==> config.mk <==
export PLATFORM = sky130hd
export DESIGN_NAME = pipeline_hazard_ctrl
export DESIGN_NICKNAME = d
export VERILOG_FILES = /design/src/rtl/pipeline_hazard_ctrl_pkg.sv /design/src/rtl/pipeline_hazard_ctrl_hazard_cmp.sv /design/src/rtl/pipeline_hazard_ctrl.sv
export SDC_FILE = /design/constraint.sdc
export NUM_CORES = 1
export LEC_CHECK = 0
export ABC_CLOCK_PERIOD_IN_PS = 2390
export CORE_UTILIZATION = 44
export CTS_CLUSTER_SIZE = 28
export DETAILED_ROUTE_END_ITERATION = 10
export PLACE_DENSITY = 0.78
export SYNTH_ARGS = -nofsm -noshare
export SYNTH_HDL_FRONTEND = slang
export SYNTH_SLANG_ARGS = --single-unit
==> constraint.sdc <==
create_clock -name Clk -period 2.39 [get_ports Clk]
set_input_delay 0.3585 -clock Clk [delete_from_list [all_inputs] [get_ports Clk]]
set_output_delay 0.3585 -clock Clk [all_outputs]
set_load 0.02 [all_outputs]
==> src/rtl/pipeline_hazard_ctrl_pkg.sv <==
// pipeline_hazard_ctrl_pkg: shared Hi/Lo FSM encoding and multiply latency default
package pipeline_hazard_ctrl_pkg;

    localparam int MUL_LATENCY_DEFAULT = 4;

    typedef enum logic {
        RUN     = 1'b0,
        MD_BUSY = 1'b1
    } md_state_e;

endpackage

==> src/rtl/pipeline_hazard_ctrl_hazard_cmp.sv <==
// hazard_cmp: load-use register compare between EX load destination and ID sources
module hazard_cmp (
    input  logic       ex_mem_read_i,
    input  logic [4:0] ex_rd_i,
    input  logic [4:0] id_rs_i,
    input  logic [4:0] id_rt_i,
    input  logic       id_uses_rt_i,
    output logic       load_use_o
);

    // register 0 is hardwired, so a load targeting it never creates a dependency
    always_comb begin
        load_use_o = ex_mem_read_i && (ex_rd_i != 5'd0) &&
                     ((ex_rd_i == id_rs_i) || (id_uses_rt_i && (ex_rd_i == id_rt_i)));
    end

endmodule

==> src/rtl/pipeline_hazard_ctrl.sv <==
// pipeline_hazard_ctrl: load-use and Hi/Lo interlock, branch flush and stall counter
module pipeline_hazard_ctrl
    import pipeline_hazard_ctrl_pkg::*;
#(
    parameter int MUL_LATENCY = MUL_LATENCY_DEFAULT,
    parameter int CNT_W       = 16
) (
    input  logic             Clk,
    input  logic             Reset,
    input  logic [4:0]       ID_Rs,
    input  logic [4:0]       ID_Rt,
    input  logic             ID_UsesRt,
    input  logic             ID_IsMulDiv,
    input  logic             ID_ReadsHiLo,
    input  logic             ID_BranchTaken,
    input  logic             EX_MemRead,
    input  logic [4:0]       EX_WriteRegCarry,
    output logic             PC_Write,
    output logic             IF_ID_Write,
    output logic             IF_ID_Flush,
    output logic             ID_EX_Bubble,
    output logic             HiLo_Busy,
    output logic [CNT_W-1:0] StallCycles
);

    md_state_e        state_q, state_d;
    logic [3:0]       md_cnt_q, md_cnt_d;
    logic [CNT_W-1:0] stall_cnt_q, stall_cnt_d;
    logic             load_use, md_hazard, stall;

    hazard_cmp u_cmp (
        .ex_mem_read_i (EX_MemRead),
        .ex_rd_i       (EX_WriteRegCarry),
        .id_rs_i       (ID_Rs),
        .id_rt_i       (ID_Rt),
        .id_uses_rt_i  (ID_UsesRt),
        .load_use_o    (load_use)
    );

    // stall decode and Mealy pipeline controls; reset forces a frozen, flushing pipe
    always_comb begin
        md_hazard    = (state_q == MD_BUSY) && (ID_IsMulDiv || ID_ReadsHiLo);
        stall        = load_use || md_hazard;
        PC_Write     = Reset && !stall;
        IF_ID_Write  = Reset && !stall;
        IF_ID_Flush  = !Reset || (!stall && ID_BranchTaken);
        ID_EX_Bubble = !Reset || stall;
        HiLo_Busy    = Reset && (state_q == MD_BUSY);
    end

    // Hi/Lo occupancy FSM; a MulDiv issuing on the return-to-RUN cycle reloads at once
    always_comb begin
        state_d  = state_q;
        md_cnt_d = md_cnt_q;
        if (state_q == RUN) begin
            if (ID_IsMulDiv && !stall) begin
                state_d  = MD_BUSY;
                md_cnt_d = 4'(MUL_LATENCY - 1);
            end
        end else begin
            md_cnt_d = md_cnt_q - 4'd1;
            if (md_cnt_q == 4'd1) state_d = RUN;
        end
        stall_cnt_d = (stall && (stall_cnt_q != '1)) ? stall_cnt_q + CNT_W'(1) : stall_cnt_q;
    end

    // state, countdown and saturating stall counter registers
    always_ff @(posedge Clk or negedge Reset) begin
        if (!Reset) begin
            state_q     <= RUN;
            md_cnt_q    <= 4'd0;
            stall_cnt_q <= '0;
        end else begin
            state_q     <= state_d;
            md_cnt_q    <= md_cnt_d;
            stall_cnt_q <= stall_cnt_d;
        end
    end

    assign StallCycles = stall_cnt_q;

endmodule

Word level (Yosys, flattened, before mapping):

Cells that the tools add are included.

* input port bits: 22
* output and inout bits: 21
* register bits after elaboration: 21

* equality and inequality tests: 4
* add/sub/neg operators: 2
* multiplexer cells: 5
* reduce and logical (&&, ||, !) cells: 18

Operators by type and width (count)
* 16-bit by 1-bit adder with 16-bit output, second input constant: 1
* 16-bit inequality test, second input constant: 1
* 5-bit == test: 2
* 1-bit logical AND: 9
* 4-bit 2-to-1 mux: 2
* 1-bit logical OR: 5
* 5-bit nonzero test: 1
* 4-bit by 1-bit == test with 1-bit output, second input constant: 1
* 4-bit by 1-bit subtractor with 4-bit output, second input constant: 1
* 1-bit 2-to-1 mux: 3
* 1-bit logical NOT: 2
* 2-bit nonzero test: 1

Logic depth before layout (Yosys ltp):

Gate-level depths: netlist of run 1.

* depth in word-level cells: 9
* mapped depth: 7
* gate-level depth less buffers: 7

Hierarchy:

Synthesis of run 1 repeated with hierarchy kept, for this count alone.

* cell total of the unflattened synthesis: 129
* area total of the unflattened synthesis: 1295.0 um^2

Modules (own cells, without submodules)
* pipeline_hazard_ctrl: cells an instance 112, sequential area each 525.5 um^2, instances 1, area an instance 1162.4 um^2
* hazard_cmp: cells an instance 17, sequential area each 0.0 um^2, instances 1, area an instance 132.6 um^2

Worst setup path before layout of run 1:

OpenSTA, ideal clock, no wires.

* path kind: in2out
* start point: input port EX_WriteRegCarry[0]
* end point: output port PC_Write
* arrival: 1.606 ns
* stages: 5
* setup slack: 0.426 ns
* path through: or4_1 -> o21ai_2 -> a21o_4 -> and3_2 -> buf_4

* word-level cells in the longest chain between the ends: 7
* elaborated cells on any way between the ends: 10
* those cells by class: eq/ne (2); reduce/logical (8)

RTL lines
* start, declared: line pipeline_hazard_ctrl.sv:17 `input logic [4:0] EX_WriteRegCarry,`
* 5-bit == test: line pipeline_hazard_ctrl_hazard_cmp.sv:14 `((ex_rd_i == id_rs_i) || (id_uses_rt_i && (ex_rd_i == id_rt_i)));`
* 1-bit logical AND: line pipeline_hazard_ctrl_hazard_cmp.sv:14
* 1-bit logical OR: line pipeline_hazard_ctrl_hazard_cmp.sv:14
* 1-bit logical AND (*): line pipeline_hazard_ctrl_hazard_cmp.sv:13 `load_use_o = ex_mem_read_i && (ex_rd_i != 5'd0) &&`
* 1-bit logical OR (*): line pipeline_hazard_ctrl.sv:43 `stall = load_use || md_hazard;`
* 1-bit logical NOT (*)
* 1-bit logical AND (*)
* end, declared: line pipeline_hazard_ctrl.sv:18 `output logic PC_Write,`

Every way passes the cells marked *; elsewhere a longest branch is shown, timed or not.

Final worst setup path of run 1:

* start point: input port EX_WriteRegCarry[2]
* end point: output port ID_EX_Bubble

* word-level cells in the longest chain between the ends: 6
* elaborated cells on any way between the ends: 9
* those cells by class: eq/ne (2); reduce/logical (7)

RTL lines
* 5-bit == test: line pipeline_hazard_ctrl_hazard_cmp.sv:14
* 1-bit logical AND: line pipeline_hazard_ctrl_hazard_cmp.sv:14
* 1-bit logical OR: line pipeline_hazard_ctrl_hazard_cmp.sv:14
* 1-bit logical AND (*): line pipeline_hazard_ctrl_hazard_cmp.sv:13
* 1-bit logical OR (*): line pipeline_hazard_ctrl.sv:43
* 1-bit logical OR (*): line pipeline_hazard_ctrl.sv:47 `ID_EX_Bubble = !Reset || stall;`
* end, declared: line pipeline_hazard_ctrl.sv:21 `output logic ID_EX_Bubble,`

Marks and branches as above.

==> results list, run 1 <==
* Status: finished, final reports clean
* Seq/Total Area, Yosys: 42.86%
- Between clock sinks in the finished design, the worst skew comes to 0.004657 ns.
- Number of max-slew violations in the final report: 0
* Final standard cell utilization of the core: roughly 75%
* Power spent charging and discharging nets: about 0.00058 W
- At the worst endpoint, the required time is 2.03 ns.
- Number of instances in the synthesized netlist: between 100 and 150
- Most crowded layer after global routing: met2
- The post-route netlist has 22.95% of its cells at a drive strength greater than 1.
* Clk network pwr share: about 11%
* Standard-cell rows: 18
- Filler cells: between 150 and 200
- Maximum operating frequency: ~0.43 GHz
- The final layout contains routed wiring with a total length of about 3.3 mm.
- At the pin with the least slew margin, the transition time is 0.4562 ns.
- The critical path in this run is classified as in -> out.
- Count of hold-fix buffers inserted at cts: 0
- Via count: roughly 1100
- Net switching is 38.15% of the power.
* P per Cell Area: ~800 nW/µm²
- Inserted Clock Buffers: 3
- After synthesis, the mean cell area works out to ~10 µm².
* I/O Buffers: 42
- For this design the static power due to leakage is 0.8371 nW.
- Path type of the worst min-delay path: in -> async
- Aggregate global routing overflow: 0
- Clock transition time at the flip-flop clock pins of the worst setup and hold paths: 0.12 ns
- Number of setup violations in the final report: 0
- Commonest cells after routing, fill and taps aside: sky130_fd_sc_hd__clkdlybuf4s50_1, sky130_fd_sc_hd__dfrtp_1, sky130_fd_sc_hd__buf_4
- Via count of the first global-routing pass: ~1100
- The die covers between 3000 and 4000 µm².
* Residual DRC: 0
- Arrival time of the worst setup path: between 1.5 and 2 ns
- After detailed placement, the total cell area comes to approximately 1800 µm².
- Height of the die: around 55 µm
- After layout, the minimum clock period comes to 2.342 ns.
- In this run the cell area of the synthesized design comes to approximately 1200 µm².
- Worst slew slack as a fraction of its limit: 69.33%
- Counting every net in the synthesized netlist gives between 100 and 150.
* Placer Congestion: between 0.8 and 0.9
- The floorplan step set the die width to 54.79 µm.
* Cell variety after synth: 36
* Post-layout net count: between 200 and 250
- The longest clock path from root to sink contains 2 buffers.
* Sequential fraction of design power: 37.7%
- Post-synthesis sequential element count: 21
- Wire length of the first global-routing pass: 4.892 mm
- CTS built an H-tree with a depth of 1.
- Total routing resource utilization after global routing: around a quarter
* Design internal power: 0.0009465 W
* Met1 usage in global routing: between 20% and 30%
* Final Instance Area: 1897 µm²
- YS warnings: 0
- CTS tree: done
- The HPWL after detailed placement is roughly 2.4 mm.
* Total count of hold-check failures in the final report: 0
- The number of antenna diodes in the final layout is 0.
- For met3 alone, demand over resource in global routing was around 3.3%.
* Clock tree root driver cell: sky130_fd_sc_hd__clkbuf_4
* Clock sink total: 21
- STA classifies the critical path endpoint as an output pin.
* Starting density of the core: between 40 and 50%
* Core outline area: between 2000 and 3000 µm²
* Count of boundary I/O pins: between 40 and 50
- CP max FO: 3
- Number of DRC markers in iteration 0: 12
* Max-cap check violation count: 0
- Largest net degree at the start of global routing: 22
- Combinational cells account for approximately 51% of the total power.
* Worst VDD drop: 625.7 µV
- Worst skew pair latency: roughly 0.31 ns
- Global routing used between 40% and 50% of the available met2 tracks.
- In the routed layout, each cell is associated on average with a via count of 5.174.
* Antenna violations before repair: 0
* Layout overhead on the synthesized area: 54.69%
- STA classifies the critical path startpoint as an input pin.
- The library cell used most frequently in the layout, excluding fill and tap cells, is sky130_fd_sc_hd__clkdlybuf4s50_1.
- The first detailed-routing pass ran for 4 iterations.
- Once detail routing completed, the nets flagged for antenna violations numbered 0.
* Final critical-path share of the clock period: a little over nine tenths
- Dividing the detail-routed wire length by the instance count gives roughly 15 µm.
==> registers in the layout, indices dropped and copies added (netlist names) <==
name	cells
md_cnt_q	4
StallCycles	16
state_q	1
==> per-layer routing <==
metal / share of wire, % / vias to the layer above / routed length, µm
li1: - / 551 / -
met5: 0 / - / 0
met2: 53 / 24 / 1721
met1: 44 / 524 / 1424
met4: 0.95 / 0 / 31
met3: 2.7 / 3 / 89
==> through the flow <==
| stage | setup TNS [ns] | hold slack [ns] | total power (W) | setup slack [ns] | instances |
|---|---|---|---|---|---|
| 3_3_place_gp | -1.530 | 0.4857 | 0.001273 | -0.4134 | 200 |
| 2_1_floorplan | 0 | 0.06291 | 0.0009711 | 0.4258 | 119 |
| 6_report | 0 | 0.4536 | 0.001530 | 0.04790 | 213 |
| 5_1_grt | -0.03347 | 0.4680 | 0.001621 | -0.01982 | 213 |
| 3_5_place_dp | -1.848 | 0.5022 | 0.001296 | -0.5124 | 200 |
| 4_1_cts | 0 | 0.4560 | 0.001474 | 0.005762 | 212 |
==> what timing repair did <==
item	4_1_cts	5_1_grt
buffers inserted	8	0
cloned	0	1
setup endpoints to repair	4	13
resized for setup	21	10
pin swaps	3	4
==> Yosys cell counts, drive strengths merged <==
master | instances | area [µm²]
a21o | 1 | 15.01
o21ai | 2 | 13.76
nor2b | 2 | 12.51
nand3 | 8 | 40.04
o2bb2ai | 1 | 8.760
or4 | 1 | 7.510
and3b | 1 | 8.760
mux2i | 1 | 10.01
a22o | 1 | 8.760
xor2 | 8 | 70.07
nor4 | 2 | 18.77
and3 | 4 | 26.28
a21oi | 3 | 18.77
mux2 | 3 | 33.78
buf | 3 | 17.52
nor3 | 2 | 10.01
a211oi | 1 | 12.51
inv | 3 | 11.26
nand2 | 10 | 37.54
and4 | 2 | 17.52
xnor2 | 16 | 140.1
nand4 | 8 | 50.05
nor2 | 4 | 15.01
nand2b | 1 | 6.260
a22oi | 1 | 7.510
nor4bb | 1 | 10.01
and2 | 4 | 25.02
a221o | 1 | 10.01
ha | 3 | 37.54
dfrtp | 21 | 525.5
==> power by group through the flow <==
stage	Clock [W]	Sequential [W]	Combinational (W)
2_1_floorplan	0	0.000616	0.000356
3_3_place_gp	0	0.000576	0.000697
3_5_place_dp	0	0.000579	0.000717
4_1_cts	0.000182	0.000574	0.000719
5_1_grt	0.000200	0.000588	0.000834
6_report	0.000175	0.000577	0.000777
==> worst paths after layout <==
check	startpoint	endpoint	slack [ns]	cells past startpoint
max	EX_WriteRegCarry[2]	ID_EX_Bubble	0.05	8
min	Reset	md_cnt_q[3]	0.45	2
max reg2reg	StallCycles[0]	StallCycles[9]	0.26	7
min reg2reg	StallCycles[6]	StallCycles[6]	0.52	1
max in group asynchronous	Reset	StallCycles[6]	1.72	2
min in group Clk	StallCycles[6]	StallCycles[6]	0.52	1
==> area by class of cell <==
cell class                      instances  area [µm²]  area share [%]
Clock buffer                            3       22.52           1.187
Clock inverter                          1       5.005          0.2639
Inverter                                3       11.26          0.5937
Multi-Input combinational cell         92       700.7           36.94
Sequential cell                        21       525.5           27.70
Tap cell                               30       37.54           1.979
Timing Repair Buffer                   63       594.3           31.33
==> critical path, cell delays in order <==
cell and delay [ns]:
sky130_fd_sc_hd__clkdlybuf4s50_1 0.47, sky130_fd_sc_hd__xor2_1 0.20, sky130_fd_sc_hd__nor3_1 0.19, sky130_fd_sc_hd__nand3_1 0.14, sky130_fd_sc_hd__a21o_4 0.23, sky130_fd_sc_hd__and3_2 0.21, sky130_fd_sc_hd__inv_2 0.06, sky130_fd_sc_hd__buf_6 0.11
==> logic make-up after synthesis <==
family	count (synthesis)	synth area share (%)
xor+xnor	24	17.14
simple gates	50	23.27
mux	4	3.571
compound gates	11	7.755
fa+ha+maj	3	3.062
flops	21	42.86
buf+inv	6	2.347
Note: power is estimated with default switching activity, not from simulation.
==> run 2, diff against run 1 <==
--- a/config.mk
+++ b/config.mk
@@ -6,10 +6,13 @@
 export NUM_CORES = 1
 export LEC_CHECK = 0
 export ABC_CLOCK_PERIOD_IN_PS = 2390
-export CORE_UTILIZATION = 44
+export CELL_PAD_IN_SITES_DETAIL_PLACEMENT = 1
+export CELL_PAD_IN_SITES_GLOBAL_PLACEMENT = 1
+export CORE_UTILIZATION = 34
 export CTS_CLUSTER_SIZE = 28
 export DETAILED_ROUTE_END_ITERATION = 10
-export PLACE_DENSITY = 0.78
+export PLACE_DENSITY_LB_ADDON = 0.1
 export SYNTH_ARGS = -nofsm -noshare
 export SYNTH_HDL_FRONTEND = slang
+export SYNTH_HIERARCHICAL = 1
 export SYNTH_SLANG_ARGS = --single-unit
==> run 2 against run 1 <==
Sequential power rose by 5.5%. Register-to-register slack better by 0.39 ns. Die area grew 35%. Routed wire length rose by 1.9%. Fmax grew 3.2%. Critical path type unchanged. Highest routed layer unchanged.
==> results list, run 2 <==
- Status: finished, final reports clean
* Slew @ Worst Pin: 0.4828 ns (+0.02665 ns)
- Sort of element at the start of the critical path: input pin
- The wire length after detailed routing is 3.327 mm (+1.9%).
- The post-synthesis xor/xnor area fraction came to 14.88% (-2.3 points).
- In this run the critical register-to-register path is launched from StallCycles[0].
* Wirelength per Cell: 14.28 µm (-6.9%)
- Compared with the post-synthesis result, the final layout area differs by 46.47%.
- Worst skew pair latency: 0.26 ns (-0.05 ns)
- The worst setup path is captured at an output pin.
- Height of the die: 63.72 µm (+16%)
- P per Cell Area: 813.8 nW/µm² (+0.88%)
* Launch point of the critical path: ID_Rt[2]
- Area share of and/or/nand/nor cells after synthesis: 29.37% (+6.1 points)
- The switching power share of the total came to 39.66% (+1.5 points).
- Top-area cell type share of the netlist area: 40.58% (-2.3 points)
- The clock period minus worst slack was 2.268 ns (-0.07371 ns).
- The number of enable flip-flop cells after synthesis is 0 (unchanged).
- Design internal power: 0.0009314 W (-1.6%)
* Area of all sequential standard cells: 525.5 µm² (unchanged)
- In this run the worst hold path is classified as reg -> reg.
- Crit path required time: 2.03 ns (about the same)
- Number of max-slew violations in the final report: 0 (unchanged)
- The number of setup violations in the final report came to 0 (unchanged).
- Overall die area: 4060 µm² (+35%)
- Area of combinational cells with multiple inputs: 748.2 µm² (+6.8%)
* Aggregate global routing overflow: 0 (unchanged)
* Wire length of the first global-routing pass: 5.830 mm (+19%)
- Placer Congestion: 0.7755 (-12%)
- Proportion of synthesized area in mux cells: 1.159% (-2.4 points)
- Synthesized cell area: 1295 µm² (+5.6%)
- The count of cells along the worst register-to-register path was 5 (-2).
- Clock transition time at the flip-flop clock pins of the worst setup and hold paths: 0.07 ns (-0.05 ns)
- The worst-case register-to-register setup slack is 0.65 ns (+0.39 ns).
* Detailed placement HPWL: 2.722 mm (+15%)
- By count the netlist is led by sky130_fd_sc_hd__dfrtp_1, sky130_fd_sc_hd__xor2_1, sky130_fd_sc_hd__nor3_1.
* I/O Buffers: 42 (unchanged)
- Endpoint of the most critical setup path: ID_EX_Bubble
- The share of total power in combinational logic was 45.1% (-5.7 points).
* Max reg flops: 16 (unchanged)
* Power spent charging and discharging nets: 0.0006122 W (+4.9%)
- The final hold violation count is 0 (unchanged).
* Post-layout net count: 211 (+0.96%)
* Share of synthesized registers carrying an async set or reset: 100.0% (unchanged)
- The share of layout cells above drive strength 1 was 20.00% (-3.0 points).
* Worst slew slack as a fraction of its limit: 67.67% (-1.7 points)
* Number of instances in the synthesized netlist: 129 (+8.4%)
* Most common library cell in the layout ignoring fill and taps: sky130_fd_sc_hd__clkdlybuf4s50_1
* Fraction of the mapped netlist area in adder cells: 2.899% (-0.16 points)
- Among all flip-flop cells after synthesis, the most frequent one is sky130_fd_sc_hd__dfrtp_1.
* Worst Setup Path Type: in -> out
- The via count was 1181 (+7.2%).
* Area contributors post-synth: sky130_fd_sc_hd__dfrtp_1, sky130_fd_sc_hd__xor2_1, sky130_fd_sc_hd__nor3_1
- CP max FO: 3 (unchanged)
- Vias per Instance: 5.069 (-2.0%)
- Pre-CTS WS: -0.6119 ns (-0.09953 ns)
* Maximum operating frequency: 0.4408 GHz (+3.2%)
- Diode count: 0 (unchanged)
* Leak Pwr: 0.8480 nW (+1.3%)
* DRT antenna net count: 0 (unchanged)
* Cell variety after synth: 38 (+5.6%)
- After synthesis, the largest family of logic cells by area is simple AND/OR/NAND/NOR gates.
* Largest net degree at the start of global routing: 12 (-45%)
- Clock sink total: 21 (unchanged)
* Pre-antenna DRT Iters: 4 (unchanged)
- The number of instances in the placed design came to 229 (+14%).
- The initial antenna violation count came to 0 (unchanged).
- TritonCTS built the clock tree.
- The total global routing track utilization was 18.09% (-6.1 points).
- The clock network power share was 15.4% (+4.0 points).
- Core outline area: 3661 µm² (+44%)
- Filler cells: 430 (+120%)
- Final critical-path share of the clock period: 94.91% (-3.1 points)
- The final setup skew is 0.005285 ns (+0.0006275 ns).
- Via count of the first global-routing pass: 1299 (+21%)
* Starting density of the core: 35.37% (-13 points)
- The DRC violation total after the first TritonRoute iteration came to 24 (+12).
- The I/O pin count is 43 (unchanged).
- The number of placement rows was 22 (+4).
- The area of placed instances was 1854 µm² (+4.8%).
* Inserted Clock Buffers: 3 (unchanged)
- Post-Synthesis Net Count: 154 (+6.9%)
* Residual DRC: 0 (unchanged)
* Max-cap check violation count: 0 (unchanged)
- Most frequent cell after synthesis: sky130_fd_sc_hd__dfrtp_1
- Number of H-tree levels: 1 (unchanged)
- Layout Cells excl Fill: 233 (+9.4%)
- Longest Clk Path Bufs: 2 (unchanged)
* Worst-case hold slack: 0.5242 ns (+0.07057 ns)
- The post-synthesis compound-gate area fraction is 8.213% (+0.46 points).
- Commonest cells after routing, fill and taps aside: sky130_fd_sc_hd__clkdlybuf4s50_1, sky130_fd_sc_hd__dfrtp_1, sky130_fd_sc_hd__xor2_1
- The portion of total power attributed to sequential cells was 39.5% (+1.8 points).
- sky130_fd_sc_hd__dfrtp_1 takes more of the synthesized area than any other cell.
- The final worst slack is 0.1216 ns (+0.07371 ns).
- Seq/Total Area, Yosys: 40.58% (-2.3 points)
- YS warnings: 6 (+6)
* Arrival time of the worst setup path: 1.91 ns (-0.07 ns)
- Post-synthesis sequential element count: 21 (unchanged)
* Average footprint of a synthesized cell: 10.04 µm² (-2.6%)
- The number of buffers added for setup after CTS was 0 (-8).
* Clock tree root driver cell: sky130_fd_sc_hd__clkbuf_8
- The die outline width is 63.72 µm (+16%).
- The maximum vdd ir drop was 506.8 µV (-19%).
* Worst r2r dst: StallCycles[1]
- The final design instance area without fill was 1897 µm² (unchanged).
- Setup repair after global routing missed its margin: no
[run 2: critical path, stage by stage]
cell	delay, ns
sky130_fd_sc_hd__clkdlybuf4s50_1	0.41
sky130_fd_sc_hd__xor2_1	0.15
sky130_fd_sc_hd__nor4_2	0.26
sky130_fd_sc_hd__nand3_1	0.12
sky130_fd_sc_hd__a21oi_2	0.19
sky130_fd_sc_hd__nor2_2	0.08
sky130_fd_sc_hd__and2_4	0.17
sky130_fd_sc_hd__inv_2	0.05
sky130_fd_sc_hd__buf_6	0.11
[run 2: per-stage QoR]
stage | total power [W] | util (%) | TNS [ns]
final | 0.001544 | 51.81 | 0
after floorplan | 0.0009830 | - | 0
after CTS | 0.001557 | 51.64 | 0
after global routing | 0.001655 | 51.81 | 0
after detailed placement | 0.001317 | 50.65 | -4.474
after global placement | 0.001288 | 50.65 | -2.860
[run 2: area by class of cell]
cell class,count,area share (%)
repair buffers,54,25.92
inverters,7,1.385
clock buffers,4,2.375
well taps,48,3.166
multi-input cells,99,39.45
flip-flops and latches,21,27.70
[run 2: layer usage]
layer | global-route usage, % | vias to the layer above | share of wire [%] | wire length [µm]
met3 | 2.174 | 5 | 3.5 | 117
li1 | - | 571 | - | -
met5 | 0 | - | 0 | 0
met2 | 31.91 | 33 | 49 | 1638
met1 | 22.20 | 572 | 46 | 1529
met4 | 6.818 | 0 | 1.3 | 43
[run 2: power groups by stage]
| stage | Combinational (W) | Sequential, W | Clock [W] |
|---|---|---|---|
| after detailed placement | 0.000704 | 0.000613 | 0 |
| after global placement | 0.000682 | 0.000606 | 0 |
| after global routing | 0.000771 | 0.000631 | 0.000253 |
| after floorplan | 0.000322 | 0.000661 | 0 |
| final | 0.000697 | 0.000609 | 0.000237 |
| after CTS | 0.000704 | 0.000608 | 0.000246 |
[run 2: cells by family (layout without fill, tap and decap cells)]
family / Yosys count / after routing
simple gates: 55 / 55
xor+xnor: 22 / 22
flops: 21 / 21
compound gates: 18 / 18
buf+inv: 9 / 65
fa+ha+maj: 3 / 3
mux: 1 / 1
[run 2: worst min-delay path by stage]
stage / from / end / slack [ns] / cells after the start
5_1_grt: md_cnt_q[2] / md_cnt_q[2] / 0.55 / 1
3_3_place_gp: md_cnt_q[2] / md_cnt_q[2] / 0.49 / 1
3_5_place_dp: md_cnt_q[2] / md_cnt_q[2] / 0.51 / 1
4_1_cts: md_cnt_q[2] / md_cnt_q[2] / 0.53 / 1
2_1_floorplan: Reset / StallCycles[0] / 0.06 / 0
6_report: md_cnt_q[2] / md_cnt_q[2] / 0.52 / 1
[run 2: timing repair]
| item | 4_1_cts | 5_1_grt |
|---|---|---|
| pin swaps | 1 | 4 |
| setup endpoints to repair | 4 | 3 |
| hold buffers | 0 | 0 |
| gates resized for setup | 25 | 3 |
==> patch: new RTL, flow settings as in run 2 <==
Make the reset (`Reset`) synchronous in one clocked block.
--- a/src/rtl/pipeline_hazard_ctrl.sv
+++ b/src/rtl/pipeline_hazard_ctrl.sv
@@ -65,7 +65,7 @@
     end
 
     // state, countdown and saturating stall counter registers
-    always_ff @(posedge Clk or negedge Reset) begin
+    always_ff @(posedge Clk) begin
         if (!Reset) begin
             state_q     <= RUN;
             md_cnt_q    <= 4'd0;
Function: differs if Reset is asserted again (counterexample within 4 cycles, from zero or initial values and one cycle with Reset low); with Reset held inactive, the same outputs for 10 cycles.
==> patch against run 2 <==
  * Sequential share of layout area fell by 6.8 points
  * Routed wire length grew 24%
  * Synthesized area is 2.3% lower
  * Sequential cell count is the same
  * Synthesized cell count increased by 16%
  * Worst setup slack worse by 31 ps
  * Cell area increased by 5.9%
  * Clock skew is 3.7 ps higher
  * Hold slack worse by 15 ps
  * Non-clock buffer count grew 7
Power is not compared: it rests on default switching activity, and its combinational part moved more than twofold at a synthesized area within 25%.
==> patch: results (changes against run 2) <==
total track usage=0.2160 (+0.03509); drt initial violations=59 (+150%); CP arrival=2510 ps (+600 ps); most common library cells after synthesis=21 x dfxtp_1, 15 x nand2_1, 13 x a21oi_1; flip-flop count of the largest register after layout=16 (unchanged); Clock Path Buffers=2 (unchanged); WHS Path Cells=2 (+1); P_leak=0.7350 nW; yosys warns=6 (unchanged); fin cells=254 (+9.0%); vias in the first global route=1472 (+13%); relative slew slack=0.4699 (-0.2068); final net count=234 (+11%); Hold/Removal Path Class=reg2reg; cts bufs inserted=3 (unchanged); post-synthesis cell count=150 (+16%); global-route wire length before repair=6.865 mm (+18%); Root Buffer=clkbuf_8; Clk pin slew, worst setup/hold paths=90 ps (+20 ps); WL per Instance=16.28 um (+14%); VDD IR max=0.2626 mV; sequential share of the synthesized area=0.3323 (-0.07345); diodes inserted=0 (unchanged); Cells after DPL=245 (+7.0%); antenna violations before repair=0 (unchanged); H-tree Lvls=1 (unchanged); DRT Pass-1 Iters=4 (unchanged); Crit Path Max Fanout=5 (+2); syn nets=175 (+14%); # port buffers=42 (unchanged); residual DRC count=0 (unchanged); synth top area cells=dfxtp_1 33%, a21oi_1 5.1%, xor2_1 4.8%; largest net degree at the start of global routing=16 (+4); layout cells sized above 1=0.2788 (+0.07885); Final Skew=8.972 ps (+3.687 ps); Clock Latency Late Sink=260 ps (about the same); DP HPWL=2.967 mm (+9.0%); Synth cell types=41 (+7.9%); pre-CTS setup slack=-567.1 ps (+44.82 ps); routability cong.=0.7443 (-4.0%); status=completed; Int Power=0.5565 mW; Worst R2R Path Depth=6 (+1); Synth async-reset ratio=0 (-1.000); drt via density=5.457 (+7.7%)
## patch: cell types whose count changed in the layout (fill, tap and decap cells not counted), sizes merged, moves of 6 or more
cell           change
dfxtp             +21
xor2              -11
or4                +6
dfrtp             -21
nand2              +8
o31ai              +6
clkdlybuf4s50      -7
## patch: metrics by stage
step	area (um^2)	setup TNS (ps)	hold WS, ps
final	2009	0	509.5
after global routing	2009	0	534.7
after CTS	1939	0	513.0
after detailed placement	1809	-8460	498.5
after global placement	1809	-6695	487.1
after floorplan	1265	0	465.4
## patch: routing by layer
metal / vias up / track usage / wire [um]
met3: 2 / 0.03102 / 143
met4: 0 / 0.05233 / 13
li1: 676 / - / -
met2: 34 / 0.3925 / 2153
met1: 674 / 0.2625 / 1823
met5: - / 0 / 0
## patch: cells by family after synthesis
group	share of synthesized area
xor gates and xnor gates	0.06924
DFF	0.3323
AOI/OAI and AO/OA	0.1662
buffers and inverters	0.04550
muxes	0.03957
adders and majority gates	0.02968
and+or+nand+nor	0.3175
## patch: final cells by class
class	count	area (um^2)
Timing Repair Buffer	61	558.0
Multi-Input combinational cell	117	908.4
Fill cell	402	1433
Clock inverter	1	5.005
Sequential cell	21	420.4
Clock buffer	3	41.29
Tap cell	46	57.56
Inverter	5	18.77
## patch: repair_timing
action                                  CTS  global route
gates resized for setup                  26            33
pin swaps                                11            10
endpoints found under the setup margin   17            16
setup buffers                             3             0
gates cloned                              1             1
## patch: critical path, stage by stage
cell	delay, ps
clkdlybuf4s15_1	220
xor2_1	190
nor4_2	260
nand3_1	160
a21oi_4	240
buf_6	130
o2111ai_4	130
buf_6	170
or4_4	510
a21oi_2	130
## patch: final timing paths
| kind | slack (ps) | end | from |
|---|---|---|---|
| max reg2reg | 430 | StallCycles[9]$_SDFFE_PN0P_ | state_q$_SDFF_PN0_ |
| min reg2reg | 510 | StallCycles[11]$_SDFFE_PN0P_ | StallCycles[11]$_SDFFE_PN0P_ |
| min | 510 | StallCycles[11]$_SDFFE_PN0P_ | StallCycles[11]$_SDFFE_PN0P_ |
| max | 90 | StallCycles[9]$_SDFFE_PN0P_ | EX_WriteRegCarry[2] |
## patch: power groups by stage
stage          clock network (mW)  registers (mW)  logic (mW)
6_report                    0.242           0.376       0.158
5_1_grt                     0.271           0.378       0.171
4_1_cts                     0.250           0.376       0.160
3_3_place_gp                    0           0.380       0.153
3_5_place_dp                    0           0.383       0.159
2_1_floorplan                   0           0.379      0.0758
